==> src/rtl/pipe_ctrl_pkg.sv <==
// Shared encodings for the pipeline hazard controller.
package pipe_ctrl_pkg;
  // WBSel encodings: only WB_MEM (load result) can create a load-use hazard
  localparam logic [1:0] WB_MEM = 2'b00;
  localparam logic [1:0] WB_ALU = 2'b01;
  localparam logic [1:0] WB_PC4 = 2'b10;

  // EX operand source selects
  localparam logic [1:0] FWD_RF  = 2'b00;
  localparam logic [1:0] FWD_MEM = 2'b01;
  localparam logic [1:0] FWD_WB  = 2'b10;

  typedef enum logic [1:0] {
    RUN      = 2'b00,
    MEM_WAIT = 2'b01,
    HALT     = 2'b10
  } hz_state_t;
endpackage

==> src/rtl/pipe_fwd_unit.sv <==
// EX-stage operand forwarding: MEM-stage result beats WB-stage result, x0 never forwards.
module pipe_fwd_unit
  import pipe_ctrl_pkg::*;
#(
  parameter int NUM_OPS = 2
) (
  input  logic [NUM_OPS-1:0][4:0] rs_ex,
  input  logic [4:0]              rd_mem,
  input  logic                    regwen_mem,
  input  logic [4:0]              rd_wb,
  input  logic                    regwen_wb,
  output logic [NUM_OPS-1:0][1:0] fwd_sel
);
  logic mem_wr, wb_wr;

  assign mem_wr = regwen_mem & (rd_mem != 5'd0);
  assign wb_wr  = regwen_wb  & (rd_wb  != 5'd0);

  for (genvar i = 0; i < NUM_OPS; i++) begin : g_op
    assign fwd_sel[i] = (mem_wr && rd_mem == rs_ex[i]) ? FWD_MEM :
                        (wb_wr  && rd_wb  == rs_ex[i]) ? FWD_WB  : FWD_RF;
  end
endmodule

==> src/rtl/pipe_hazard_ctrl.sv <==
// RV32I 5-stage pipe sequencer: load-use stall, redirect flush, memory freeze, watchdog.
module pipe_hazard_ctrl
  import pipe_ctrl_pkg::*;
#(
  parameter int MEM_TIMEOUT = 16,
  parameter int CNT_W       = 32
) (
  input  logic             clk,
  input  logic             rst,
  input  logic [4:0]       Rs1_ID,
  input  logic [4:0]       Rs2_ID,
  input  logic             use_rs1_ID,
  input  logic             use_rs2_ID,
  input  logic [4:0]       Rs1_EX,
  input  logic [4:0]       Rs2_EX,
  input  logic [4:0]       Rd_EX,
  input  logic             RegWEn_EX,
  input  logic [1:0]       WBSel_EX,
  input  logic             PCsel_EX,
  input  logic [4:0]       Rd_MEM,
  input  logic             RegWEn_MEM,
  input  logic             MemReq_MEM,
  input  logic             mem_ready,
  input  logic [4:0]       Rd_WB,
  input  logic             RegWEn_WB,
  output logic             pc_en,
  output logic             en_IF_ID,
  output logic             en_ID_EX,
  output logic             en_EX_MEM,
  output logic             en_MEM_WB,
  output logic             flush_IF_ID,
  output logic             flush_ID_EX,
  output logic [1:0]       fwdA_sel,
  output logic [1:0]       fwdB_sel,
  output logic             halted,
  output logic [CNT_W-1:0] stall_cnt,
  output logic [CNT_W-1:0] flush_cnt
);
  localparam int              WD_W    = (MEM_TIMEOUT > 1) ? $clog2(MEM_TIMEOUT) : 1;
  localparam logic [WD_W-1:0] WD_LAST = WD_W'(MEM_TIMEOUT - 1);

  hz_state_t       state, state_nx;
  logic [WD_W-1:0] wd_cnt, wd_nx;
  logic            mem_busy, load_use, redirect;
  logic            pc_en_c, en_ifid_c, en_idex_c, en_exmem_c, en_memwb_c;
  logic            fl_ifid_c, fl_idex_c;
  logic [1:0][1:0] fwd_sel;

  assign mem_busy = MemReq_MEM & ~mem_ready;
  assign load_use = RegWEn_EX & (WBSel_EX == WB_MEM) & (Rd_EX != 5'd0) &
                    ((use_rs1_ID & (Rd_EX == Rs1_ID)) | (use_rs2_ID & (Rd_EX == Rs2_ID)));

  pipe_fwd_unit #(.NUM_OPS(2)) u_fwd (
    .rs_ex      ({Rs2_EX, Rs1_EX}),
    .rd_mem     (Rd_MEM),
    .regwen_mem (RegWEn_MEM),
    .rd_wb      (Rd_WB),
    .regwen_wb  (RegWEn_WB),
    .fwd_sel    (fwd_sel)
  );

  // Next state and same-cycle enables; priority HALT > mem_busy > redirect > load_use > normal
  always_comb begin
    state_nx   = state;
    wd_nx      = wd_cnt;
    redirect   = 1'b0;
    pc_en_c    = 1'b0;
    en_ifid_c  = 1'b0;
    en_idex_c  = 1'b0;
    en_exmem_c = 1'b0;
    en_memwb_c = 1'b0;
    fl_ifid_c  = 1'b0;
    fl_idex_c  = 1'b0;
    if (state == HALT) begin
      state_nx = HALT;
    end else if (mem_busy) begin
      // Whole pipe frozen; a held redirect waits for the release cycle
      if (wd_cnt == WD_LAST) begin
        state_nx = HALT;
      end else begin
        state_nx = MEM_WAIT;
        wd_nx    = wd_cnt + WD_W'(1);
      end
    end else begin
      state_nx   = RUN;
      wd_nx      = '0;
      en_idex_c  = 1'b1;
      en_exmem_c = 1'b1;
      en_memwb_c = 1'b1;
      if (PCsel_EX) begin
        redirect  = 1'b1;
        pc_en_c   = 1'b1;
        en_ifid_c = 1'b1;
        fl_ifid_c = 1'b1;
        fl_idex_c = 1'b1;
      end else if (load_use) begin
        // Hold PC and IF/ID, inject one bubble into ID/EX
        fl_idex_c = 1'b1;
      end else begin
        pc_en_c   = 1'b1;
        en_ifid_c = 1'b1;
      end
    end
  end

  // Reset overrides: pipe held, bubbles loaded, register-file operands
  assign pc_en       = ~rst & pc_en_c;
  assign en_IF_ID    = ~rst & en_ifid_c;
  assign en_ID_EX    = ~rst & en_idex_c;
  assign en_EX_MEM   = ~rst & en_exmem_c;
  assign en_MEM_WB   = ~rst & en_memwb_c;
  assign flush_IF_ID = rst | fl_ifid_c;
  assign flush_ID_EX = rst | fl_idex_c;
  assign fwdA_sel    = rst ? FWD_RF : fwd_sel[0];
  assign fwdB_sel    = rst ? FWD_RF : fwd_sel[1];
  assign halted      = (state == HALT);

  // FSM, watchdog and performance counters
  always_ff @(posedge clk or posedge rst) begin
    if (rst) begin
      state     <= RUN;
      wd_cnt    <= '0;
      stall_cnt <= '0;
      flush_cnt <= '0;
    end else begin
      state  <= state_nx;
      wd_cnt <= wd_nx;
      if (!pc_en_c && state != HALT) stall_cnt <= stall_cnt + CNT_W'(1);
      if (redirect)                  flush_cnt <= flush_cnt + CNT_W'(1);
    end
  end
endmodule

==> config.mk <==
export PLATFORM = sky130hd
export DESIGN_NAME = pipe_hazard_ctrl
export DESIGN_NICKNAME = d
export VERILOG_FILES = /design/src/rtl/pipe_ctrl_pkg.sv /design/src/rtl/pipe_fwd_unit.sv /design/src/rtl/pipe_hazard_ctrl.sv
export SDC_FILE = /design/constraint.sdc
export NUM_CORES = 1
export LEC_CHECK = 0
export BUFFER_PORTS_ARGS = -buffer_cell sky130_fd_sc_hd__clkbuf_2
export CAP_MARGIN = 20
export CELL_PAD_IN_SITES_DETAIL_PLACEMENT = 1
export CELL_PAD_IN_SITES_GLOBAL_PLACEMENT = 2
export CORE_UTILIZATION = 33
export DETAILED_ROUTE_END_ITERATION = 16
export GPL_TIMING_DRIVEN = 0
export PLACE_DENSITY_LB_ADDON = 0.1
export SYNTH_ARGS = -nofsm -noshare
export SYNTH_HDL_FRONTEND = slang
export SYNTH_SLANG_ARGS = --single-unit
export TNS_END_PERCENT = 10
==> constraint.sdc <==
create_clock -name clk -period 6.12 [get_ports clk]
set_clock_uncertainty 0.2 [all_clocks]
set_input_delay 1.224 -clock clk [delete_from_list [all_inputs] [get_ports clk]]
set_output_delay 1.224 -clock clk [all_outputs]
set_load 0.05 [all_outputs]
==> results.ini <==
[routing]
ant_nets=0
vias=3093
dr.first_iter.drc_count=101
wl_met3_microns=500
drc_errors=0
dr.pass1.iters=6
drt-total-wl_microns=9330
top_layer=met4
viasPerCell=4.93
wl_met2_microns=4370
met1_length_microns=4330
routedWlPerCell_microns=14.9

[synthesis]
synth_top_family_by_area=simple AND/OR/NAND/NOR gates
synth_edf_count=0
ys_seq_area_share_pct=47.7
avgSynthCellArea_sq_um=10.5
ys.flop_type=dfrtp_1
yosys_warnings=0
syn-instance-count=349
synthAdderAreaFrac_pct=1.02
async_flop_share_pct=100
synth-xor-area-share_pct=21.9
synth_nets=399
ys_ff_latch=70
synth_compound_area_share_pct=3.10
synth_cell_type_count=38
syn_area_sq_um=3670
synthMuxAreaShare_pct=0.716
yosys.area_share.simple_pct=22.6

[setup_path]
r2r_start=stall_cnt[8]
end_kind=output port
crit_fanout=38
worstPathRequired_ps=4700
cp-start-kind=primary input
r2r_slack_ps=3780
worstReg2RegEnd=stall_cnt[31]
arrival_ps=3490
worstSetupPathType=primary input to output port
reg2reg_depth=7

[final_layout]
drive_gt1_share_pct=32.2
fill_cells=1262
design_area_sq_um=4730
area_delta_synth_final_pct=28.8
antenna_cells=0
fin_nets=533

[cts]
cts_buffers=9
hold_buffers=0
clk_path_buf_depth=2
cts_tree=yes
ctsRootBufferMaster=clkbuf_8
cts_setup_buffers=0
clk_pin_slew_ps=70
clock-sinks=70
cts_resized=0
h-tree-depth=3
clock_latency_ps=350

[floorplanning]
initial_core_util_pct=33.9
rows=38
core_area_sq_um=10800
io_pins=123
fp.dieW_microns=107
die_area_sq_um=11500
die_y_microns=107

[timing]
final_max_slew_viol_count=0
fin_crit_ps=4920
max_freq_ghz=0.203
fin_setup_tns_ps=0
worst_pin_slew_ps=816
setup_viol=0
hold_viol=0
rsz0062_at_grt=false
period_share_pct=80.3
slew_headroom_pct=45.5

[placed_design]
placed_area_sq_um=4480
gp_congestion=0.790
port_buffers=122
dpl.hpwl_microns=7180

[min_path]
min_path_type=flip-flop to flip-flop
whs_path_depth=1
hold_start=flush_cnt[31]
holdPathEnd=flush_cnt[31]

[flow_run]
cap_violations=0

[global_route]
grt_max_degree=39
grt_usage_pct=17.3
overflow=0
antenna_found_initial=0
grt_pass1_vias=3148
grt_pass1_wl_microns=15600

[power_and_ir_drop]
p_leak_nw=2.35
ir_drop_mv=0.109
p_per_area_nw_per_um2=210
power_mw=0.993

[status]
status=completed

-- kinds of logic after synthesis --
logic type | after synthesis
and+or+nand+nor | 149
xor gates and xnor gates | 92
DFF | 70
buffers and inverters | 18
AOI/OAI and AO/OA | 15
adders and majority gates | 3
muxes | 2
-- flip-flops by register name, indices dropped and copies added, names as in the netlist --
signal     count
flush_cnt     32
stall_cnt     32
wd_cnt         4
state          2
-- cell type report --
class                   count  area [sq um]  share of cell area [%]
repair buffers            123           631                    13.3
well taps                 140           175                    3.70
multi-input cells         261          1810                    38.3
plain buffers              13          88.8                    1.88
clock inverters             5           106                    2.25
clock buffers              11           141                    2.99
inverters                   5          22.5                   0.476
flip-flops and latches     70          1750                    37.0
-- per-stage QoR --
stage	cells	utilization [%]	setup WS, ps	hold slack [ps]
after floorplan	349	-	525	268
after global placement	611	41.1	793	262
after detailed placement	612	41.3	1120	279
after CTS	628	43.6	1110	289
after global routing	628	43.6	947	310
final	628	43.6	1200	277
-- power breakdown --
group	internal, mW	leakage, nW	switching, mW
Clock	0.283	0.120	0.179
Combinational	0.0279	1.27	0.0406
Sequential	0.462	0.968	0
Total	0.773	2.35	0.220
-- how the worst max path moves through the flow --
| stage | cells after the start | to | startpoint | slack [ps] |
|---|---|---|---|---|
| CTS | 7 | fwdB_sel[1] | rst | 1110 |
| global route | 7 | fwdB_sel[1] | rst | 950 |
| global placement | 6 | fwdB_sel[1] | rst | 790 |
| floorplan | 4 | fwdA_sel[1] | rst | 530 |
| detailed placement | 7 | fwdB_sel[1] | rst | 1120 |
| finish | 7 | fwdB_sel[1] | rst | 1200 |
-- cell usage in the layout (no fill, tap or decap), drive strengths merged, types with 3 or more instances in the layout --
master and count:
and4 5, nor2 10, nor4 7, and2 4, bufinv 3, nor3 4
inv 4, clkbuf 135, ha 3, xor2 24, o21ai 5, or4 5
nand3 32, nand2 28, buf 12, dfrtp 70, nand4 17, and3 29
xnor2 68
-- synthesized netlist by cell type, types with 2 or more instances --
master	count	share of area, %
buf_6	3	0.92
inv_1	5	0.51
nand2b_1	2	0.34
buf_4	3	0.61
ha_1	3	1.0
and2_1	3	0.51
nor2_1	10	1.0
o21ai_0	5	0.68
nand2_1	28	2.9
nor2b_1	2	0.34
nand4_1	17	2.9
nand3_1	32	4.4
dfrtp_1	70	48
xor2_1	24	5.7
nand4b_1	2	0.48
clkbuf_1	2	0.20
nor4_1	6	1.0
a21oi_1	2	0.27
xnor2_1	68	16
o211ai_1	2	0.41
or4_1	5	1.0
buf_2	5	0.68
and4_1	5	1.2
nor3_1	3	0.41
and3_1	29	4.9
-- critical path, cell delays in order --
cell and delay [ps]:
clkbuf_2 130, clkinvlp_4 550, buf_12 310, o211ai_1 140, or4_1 530, nor4_1 240
clkbuf_2 340
-- metal layers --
metal  vias to the layer above  global-route usage (%)
li1                       1481                       -
met1                      1506                    21.9
met2                        96                    28.8
met3                        10                    4.72
met4                         0                    5.28
met5                         -                       0
Power figures use the tool's default switching activity.
